[config.mk]
export PLATFORM = sky130hd
export DESIGN_NAME = addsub_share_ctrl
export DESIGN_NICKNAME = d
export VERILOG_FILES = /design/src/rtl/addsub_share_ctrl.sv
export SDC_FILE = /design/constraint.sdc
export NUM_CORES = 1
export LEC_CHECK = 0
export CORE_MARGIN = 3
export CORE_UTILIZATION = 45
export CTS_CLUSTER_DIAMETER = 80
export DETAILED_ROUTE_END_ITERATION = 10
export PLACE_DENSITY_LB_ADDON = 0.15
export SLEW_MARGIN = 5
export SYNTH_ARGS = -nofsm -noshare
export SYNTH_HDL_FRONTEND = slang
export SYNTH_SLANG_ARGS = --single-unit
[constraint.sdc]
create_clock -name clk -period 2.65 [get_ports clk]
set_input_delay 0.53 -clock clk [delete_from_list [all_inputs] [get_ports clk]]
set_output_delay 0.53 -clock clk [all_outputs]
set_load 0.02 [all_outputs]
[src/rtl/addsub_share_ctrl.sv]
// Round-robin controller sharing one add/subtract datapath between N_REQ requesters.
// Optional per-op completion counters are built when ADDSUB_SHARE_STATS_EN is defined.
module addsub_share_ctrl #(
    parameter int N_REQ = 2,
    parameter int WIDTH = 7,
    parameter int ID_W  = 1
) (
    input  logic                   clk,
    input  logic                   rst,
    input  logic [N_REQ-1:0]       req_valid,
    output logic [N_REQ-1:0]       req_ready,
    input  logic [N_REQ*WIDTH-1:0] req_a,
    input  logic [N_REQ*WIDTH-1:0] req_b,
    input  logic [N_REQ-1:0]       req_op,
    output logic                   resp_valid,
    input  logic                   resp_ready,
    output logic [WIDTH:0]         resp_y,
    output logic [ID_W-1:0]        resp_id,
    output logic                   resp_op
`ifdef ADDSUB_SHARE_STATS_EN
    ,
    output logic [15:0]            add_cnt,
    output logic [15:0]            sub_cnt
`endif
);

    typedef enum logic [1:0] {IDLE, EXEC, RESP} state_t;

    localparam logic [ID_W:0] N_REQ_W = (ID_W+1)'(N_REQ);

    state_t            state;
    logic [ID_W-1:0]   rr_ptr;
    logic [N_REQ-1:0]  rotated;
    logic              grant_vld;
    logic [ID_W-1:0]   grant_idx;
    logic [ID_W:0]     scan_sum;
    logic [WIDTH-1:0]  sel_a;
    logic [WIDTH-1:0]  sel_b;
    logic              sel_op;
    logic [WIDTH-1:0]  cap_a;
    logic [WIDTH-1:0]  cap_b;
    logic              cap_op;
    logic [ID_W-1:0]   cap_id;
    logic [ID_W:0]     rr_sum;
    logic [ID_W-1:0]   rr_next;
    logic [WIDTH:0]    exec_y;
    logic              resp_fire;

    // Rotate the valids so bit 0 is rr_ptr; the lowest set bit wins, then map back.
    always_comb begin
        rotated   = N_REQ'({req_valid, req_valid} >> rr_ptr);
        grant_vld = 1'b0;
        scan_sum  = '0;
        for (int k = N_REQ - 1; k >= 0; k--) begin
            if (rotated[k]) begin
                grant_vld = 1'b1;
                scan_sum  = {1'b0, rr_ptr} + (ID_W+1)'(k);
            end
        end
        if (scan_sum >= N_REQ_W) begin
            scan_sum = scan_sum - N_REQ_W;
        end
        grant_idx = scan_sum[ID_W-1:0];
    end

    always_comb begin
        req_ready = '0;
        if (state == IDLE && grant_vld) begin
            req_ready[grant_idx] = 1'b1;
        end
    end

    always_comb begin
        sel_a  = '0;
        sel_b  = '0;
        sel_op = 1'b0;
        for (int i = 0; i < N_REQ; i++) begin
            if (grant_idx == ID_W'(i)) begin
                sel_a  = req_a[i*WIDTH +: WIDTH];
                sel_b  = req_b[i*WIDTH +: WIDTH];
                sel_op = req_op[i];
            end
        end
    end

    assign rr_sum    = {1'b0, cap_id} + (ID_W+1)'(1);
    assign rr_next   = (rr_sum >= N_REQ_W) ? '0 : rr_sum[ID_W-1:0];
    // Zero-extended operands: add cannot overflow, subtract wraps modulo 2**(WIDTH+1).
    assign exec_y    = cap_op ? ({1'b0, cap_a} - {1'b0, cap_b})
                              : ({1'b0, cap_a} + {1'b0, cap_b});
    assign resp_fire = resp_valid & resp_ready;

    always_ff @(posedge clk) begin
        if (rst) begin
            state      <= IDLE;
            rr_ptr     <= '0;
            resp_valid <= 1'b0;
            resp_y     <= '0;
            resp_id    <= '0;
            resp_op    <= 1'b0;
            cap_a      <= '0;
            cap_b      <= '0;
            cap_op     <= 1'b0;
            cap_id     <= '0;
        end else begin
            case (state)
                IDLE: begin
                    if (grant_vld) begin
                        cap_a  <= sel_a;
                        cap_b  <= sel_b;
                        cap_op <= sel_op;
                        cap_id <= grant_idx;
                        state  <= EXEC;
                    end
                end
                EXEC: begin
                    resp_y     <= exec_y;
                    resp_id    <= cap_id;
                    resp_op    <= cap_op;
                    resp_valid <= 1'b1;
                    state      <= RESP;
                end
                RESP: begin
                    if (resp_fire) begin
                        resp_valid <= 1'b0;
                        rr_ptr     <= rr_next;
                        state      <= IDLE;
                    end
                end
                default: begin
                    resp_valid <= 1'b0;
                    state      <= IDLE;
                end
            endcase
        end
    end

`ifdef ADDSUB_SHARE_STATS_EN
    // Completed handshakes per op, saturating so a long run never wraps back to small counts.
    always_ff @(posedge clk) begin
        if (rst) begin
            add_cnt <= '0;
            sub_cnt <= '0;
        end else if (resp_fire) begin
            if (resp_op) begin
                if (sub_cnt != 16'hFFFF) begin
                    sub_cnt <= sub_cnt + 16'd1;
                end
            end else begin
                if (add_cnt != 16'hFFFF) begin
                    add_cnt <= add_cnt + 16'd1;
                end
            end
        end
    end
`else
    // Statistics counters are not built in this configuration.
`endif

endmodule

* Word level (Yosys, flattened, before mapping)
Cells that the tools add are included.
** Storage, ports and cells
- Register bits after elaboration :: 30
- Bits of input ports :: 35
- Logic and storage cells :: 51
** Operators by class
- Add/sub/neg operators :: 5
- Order comparisons :: 4
- Equality and inequality tests :: 4
- Shift operators :: 1
- Mux-type cells :: 18
- Bitwise operators :: 2
- Reduce and logical (&&, ||, !) cells :: 7
** Operator list (number)
- two-way mux 7 bit :: 2
- two-way mux 2 bit :: 5
- adder 7 x 7 -> 8 bit :: 1
- two-way mux 8 bit :: 1
- AND reduction 2 bit :: 4
- subtractor 7 x 7 -> 8 bit :: 1
- two-way mux 1 bit :: 7
- case mux 2 bit (3 select lines) :: 1
- adder 1 x 1 -> 2 bit (second input constant) :: 2
- greater-or-equal comparator 2 bit (second input constant) :: 2
- != test 2 bit (second input constant) :: 2
- right shift 4 x 1 -> 2 bit :: 1
- case mux 1 bit (3 select lines) :: 1
- == test 2 x 1 -> 1 bit (second input constant) :: 1
- == test 2 bit (second input constant) :: 1
- logical AND 1 bit :: 2
- logical NOT 2 bit :: 1
- < comparator 1 x 2 -> 1 bit (second input constant) :: 1
- AND 1 bit :: 1
- demux 1 bit (select 1 bit) :: 1
- greater-or-equal comparator 1 bit (second input constant) :: 1
- NOT 1 bit :: 1
- subtractor 1 bit (second input constant) :: 1

* Longest topological paths before layout
- Depth in word-level cells :: 10
- Mapped depth :: 10

* Least setup slack after synthesis
No wires, ideal clock.
- Path kind :: register to register
- From :: register cap_b[0]
- To :: register resp_y[7]
- Library setup time :: 0.074 ns
- Arrival :: 2.179 ns
- Required time :: 2.576 ns
- Setup slack :: 0.397 ns
- Cell stages (with the launch flop) :: 10
- Path buffers :: 0
- Clock period less this slack :: 2.253 ns
- Path through :: dfxtp_1 -> inv_1 -> ha_1 -> mux2i_1 -> ha_1 -> nor2b_1 -> o31a_1 -> o211a_1 -> or3_1 -> a31oi_1
** Between the ends
- Longest elaborated chain between the ends :: 2
- Elaborated cells on any way between the ends :: 3
- Those cells by class :: 2 x add/sub; 1 x mux
** RTL lines
- start, declared :: RTL line 41 : logic [WIDTH-1:0] cap_b;
- start signal, assigned :: RTL line 110 : cap_b <= sel_b;
- adder 7 x 7 -> 8 bit / subtractor 7 x 7 -> 8 bit (equally long branches) :: RTL line 90, 89
- two-way mux 8 bit * :: RTL line 89 : assign exec_y = cap_op ? ({1'b0, cap_a} - {1'b0, cap_b})
- end signal, assigned :: RTL line 117 : resp_y <= exec_y;
- end, declared :: RTL line 17 : output logic [WIDTH:0] resp_y,
Every way passes the cells marked *; elsewhere a longest branch is shown, timed or not.
A chain may end at the register's enable or synchronous reset.

* Worst setup path in the final report
Ends and elaborated chain as after synthesis.

==> impl_results.md <==
- Outcome: complete, no violations
- LEAKAGE: 0.848 nW
- Avg WL per Cell: 14.2 microns
- CTS tree: yes
- Core area: 3130 sq um
- Syn nets: 220
- Synthesis-stage register bit count: 30
- Post-DRT Antenna Nets: 0
- Cells on worst reg2reg path: 9
- VDD IR max: 0.344 mV
- Placed insts: 264
- Synthesis-to-finish area growth: 38.4%
- Largest net degree at the start of global routing: 18
- Final Max Slew Viols: 0
- Final Power: 1.35 mW
- Total wire length: 3860 microns
- Min Tclk post-route: 2.45 ns
- Io pins: 48
- Largest family of logic cells by synthesized area: compound AO/OA/AOI/OAI gates
- Max clock buf depth: 2
- Residual DRC count: 0
- Largest cells by area after synthesis: dfxtp_1, a222oi_1, nor2_1
- PwrDens: 641 nW/um^2
- GPL Wtd Cong: 0.865
- Root Buffer: clkbuf_4
- Setup crit end kind: register
- Xor/xnor share of the synthesized area: 0.0404
- Clock share of power: 0.188
- End of the worst hold path: resp_y[4]$_SDFFE_PP0P_
- Synth Flop Type: dfxtp_1
- CP required: 2.92 ns
- Vias in the first global route: 1461
- CP startpoint: cap_b[0]$_SDFFE_PP0P_
- Detailed-route via count: 1474
- Max_cap viols: 0
- Final nets: 271
- Power share of the sequential group: 0.405
- DRT Pass-1 Iters: 4
- Port Buffers: 47
- Post-Layout Cell Count: 271
- Crit share post-route: 0.923
- Final TNS setup: 0 ns
- Commonest non-fill, non-tap cells in the layout: clkdlybuf4s50_1, nor2_1, dfxtp_1
- Compound-Gate Fraction of Synth Area: 0.235
- Die area: 4100 sq um
- Hold depth: 2
- Slew HR: 0.723
- Final hold viol count: 0
- Worst Tran Pin Value: 0.416 ns
- Setup Buffers After CTS: 0
- Cts bufs inserted: 5
- Post-Syn Area: 1520 sq um
- CTS resizes: 0
- Comb power frac: 0.407
- H-tree levels: 2
- Fraction of layout cells with a size suffix above 1: 0.0705
- Hold buffer count at cts: 0
- RSZ-0062 raised after global routing: no
- Critical Path Start Type: register
- Post-synth EDFFs: 0
- Synth Warn #: 0
- Initial DRC count: 119
- Initial antenna violation count: 0
- Cell internal pwr: 0.879 mW
- Distinct cell type count after synthesis: 35
- Psw: 0.467 mW
- Detailed Place HPWL: 3070 microns
- Starting density of the core: 0.485
- Antenna cells: 0
- Reg2reg start: cap_b[0]$_SDFFE_PP0P_
- Adder-Cell Fraction of Synth Area: 0.0792
- Cells after synthesis: 176
- Via-to-Cell Ratio: 5.44
- Seq/Total Area, Yosys: 0.396
- Die X: 64.1 microns
- Post-Synth Simple-Gate Area: 0.182
- Cell taking the most area after synthesis: dfxtp_1
- Avg Synthesized Cell Area: 8.62 sq um
- Final Setup Violations: 0
- Fmax: 409 MHz
- Die Y: 64.1 microns
- Setup CP Type: register to register
- Worst reg2reg path endpoint: resp_y[7]$_SDFFE_PP0P_
- CTS sink cnt: 30
- Switching Fraction: 0.347
- Worst skew pair latency: 0.34 ns
- WP data arrival: 2.72 ns
- Synth top area share: 0.396
- Commonest non-fill, non-tap cell in the layout: clkdlybuf4s50_1
- FFs w/ async S/R, synth: 0
- First-pass GRT wire length: 6460 microns
- FILL cells: 268
- Worst min path class: register to register
- Mux cell area share after synthesis: 0.0132
- Hold path start: resp_y[4]$_SDFFE_PP0P_
- Final setup skew: 0.00251 ns
- # rows: 20
- Worst-path clk slew: 0.09 ns
- Grt total ovfl: 0
- Setup slack, reg-to-reg: 0.20 ns
- GRT Resource Usage Total: 0.207
- Critical Path Fanout Max: 4
power groups by stage:
stage          clock, mW  combinational (mW)  sequential (mW)
2_1_floorplan          0               0.345            0.569
3_3_place_gp           0               0.522            0.552
3_5_place_dp           0               0.543            0.556
4_1_cts            0.256               0.546            0.545
5_1_grt            0.279               0.604            0.554
6_report           0.253               0.548            0.546
critical path, stage by stage, from the launching register on:
cell     delay, ns
dfxtp_1       0.38
inv_1         0.06
ha_1          0.30
mux2i_2       0.22
ha_1          0.27
nor2b_1       0.14
o31a_1        0.28
o211a_1       0.24
or3_1         0.31
a31oi_1       0.18
routing by layer:
metal | vias up | track usage | share of wire
met3 | 7 | 0.0685 | 0.061
met4 | 0 | 0.0970 | 0.018
met5 | - | 0 | 0
met1 | 678 | 0.227 | 0.41
met2 | 41 | 0.356 | 0.51
li1 | 748 | - | -
registers in the layout, indices dropped and copies added (netlist names):
name and cells:
resp_op 1, state 2, cap_a 7, cap_op 1, resp_valid 1, cap_id 1
rr_ptr 1, cap_b 7, resp_id 1, resp_y 8
Yosys cell counts, types with 2 or more instances:
cell type,instances
nor2_1,31
dfxtp_1,30
a222oi_1,15
a21oi_1,11
nand2_1,11
inv_1,9
ha_1,8
xnor2_1,7
a31oi_1,5
clkbuf_1,5
nor3_1,5
o21ai_0,5
nor2b_1,4
a211oi_1,3
buf_2,3
mux2i_1,2
nand3_1,2
o211a_1,2
or3_1,2
worst max path at each step:
stage | slack (ns) | to | depth (start not counted)
6_report | 0.20 | resp_y[7]$_SDFFE_PP0P_ | 9
4_1_cts | 0.02 | req_ready[0] | 5
5_1_grt | 0.02 | resp_y[7]$_SDFFE_PP0P_ | 9
3_5_place_dp | 0.05 | req_ready[0] | 5
3_3_place_gp | 0.06 | req_ready[0] | 5
2_1_floorplan | 0.40 | resp_y[7]$_SDFFE_PP0P_ | 9
area by class of cell:
cell class                 count  area [sq um]  share of cell area
multi-input combinational    127           837               0.399
sequential                    30           601               0.286
timing repair buffer          54           528               0.251
tap                           44          55.1              0.0262
clock buffer                   7          45.0              0.0215
inverter                       9          33.8              0.0161
logic make-up (layout without fill, tap and decap cells):
group,after synthesis,in the layout
AND/OR/NAND/NOR,61,61
AO/OA/AOI/OAI,48,48
flip-flops,30,30
buffers and inverters,19,70
adder cells (fa/ha/maj),9,9
XOR/XNOR,7,7
multiplexers,2,2
through the flow:
stage | hold WS, ns | util | setup WS, ns | instance area, sq um
floorplan | 0.446 | - | 0.397 | 1520
global placement | 0.436 | 0.654 | 0.0640 | 2050
detailed placement | 0.443 | 0.654 | 0.0456 | 2050
CTS | 0.456 | 0.668 | 0.0167 | 2090
global route | 0.472 | 0.671 | 0.0164 | 2100
finish | 0.453 | 0.671 | 0.203 | 2100
Note: power is estimated with default switching activity, not from simulation.
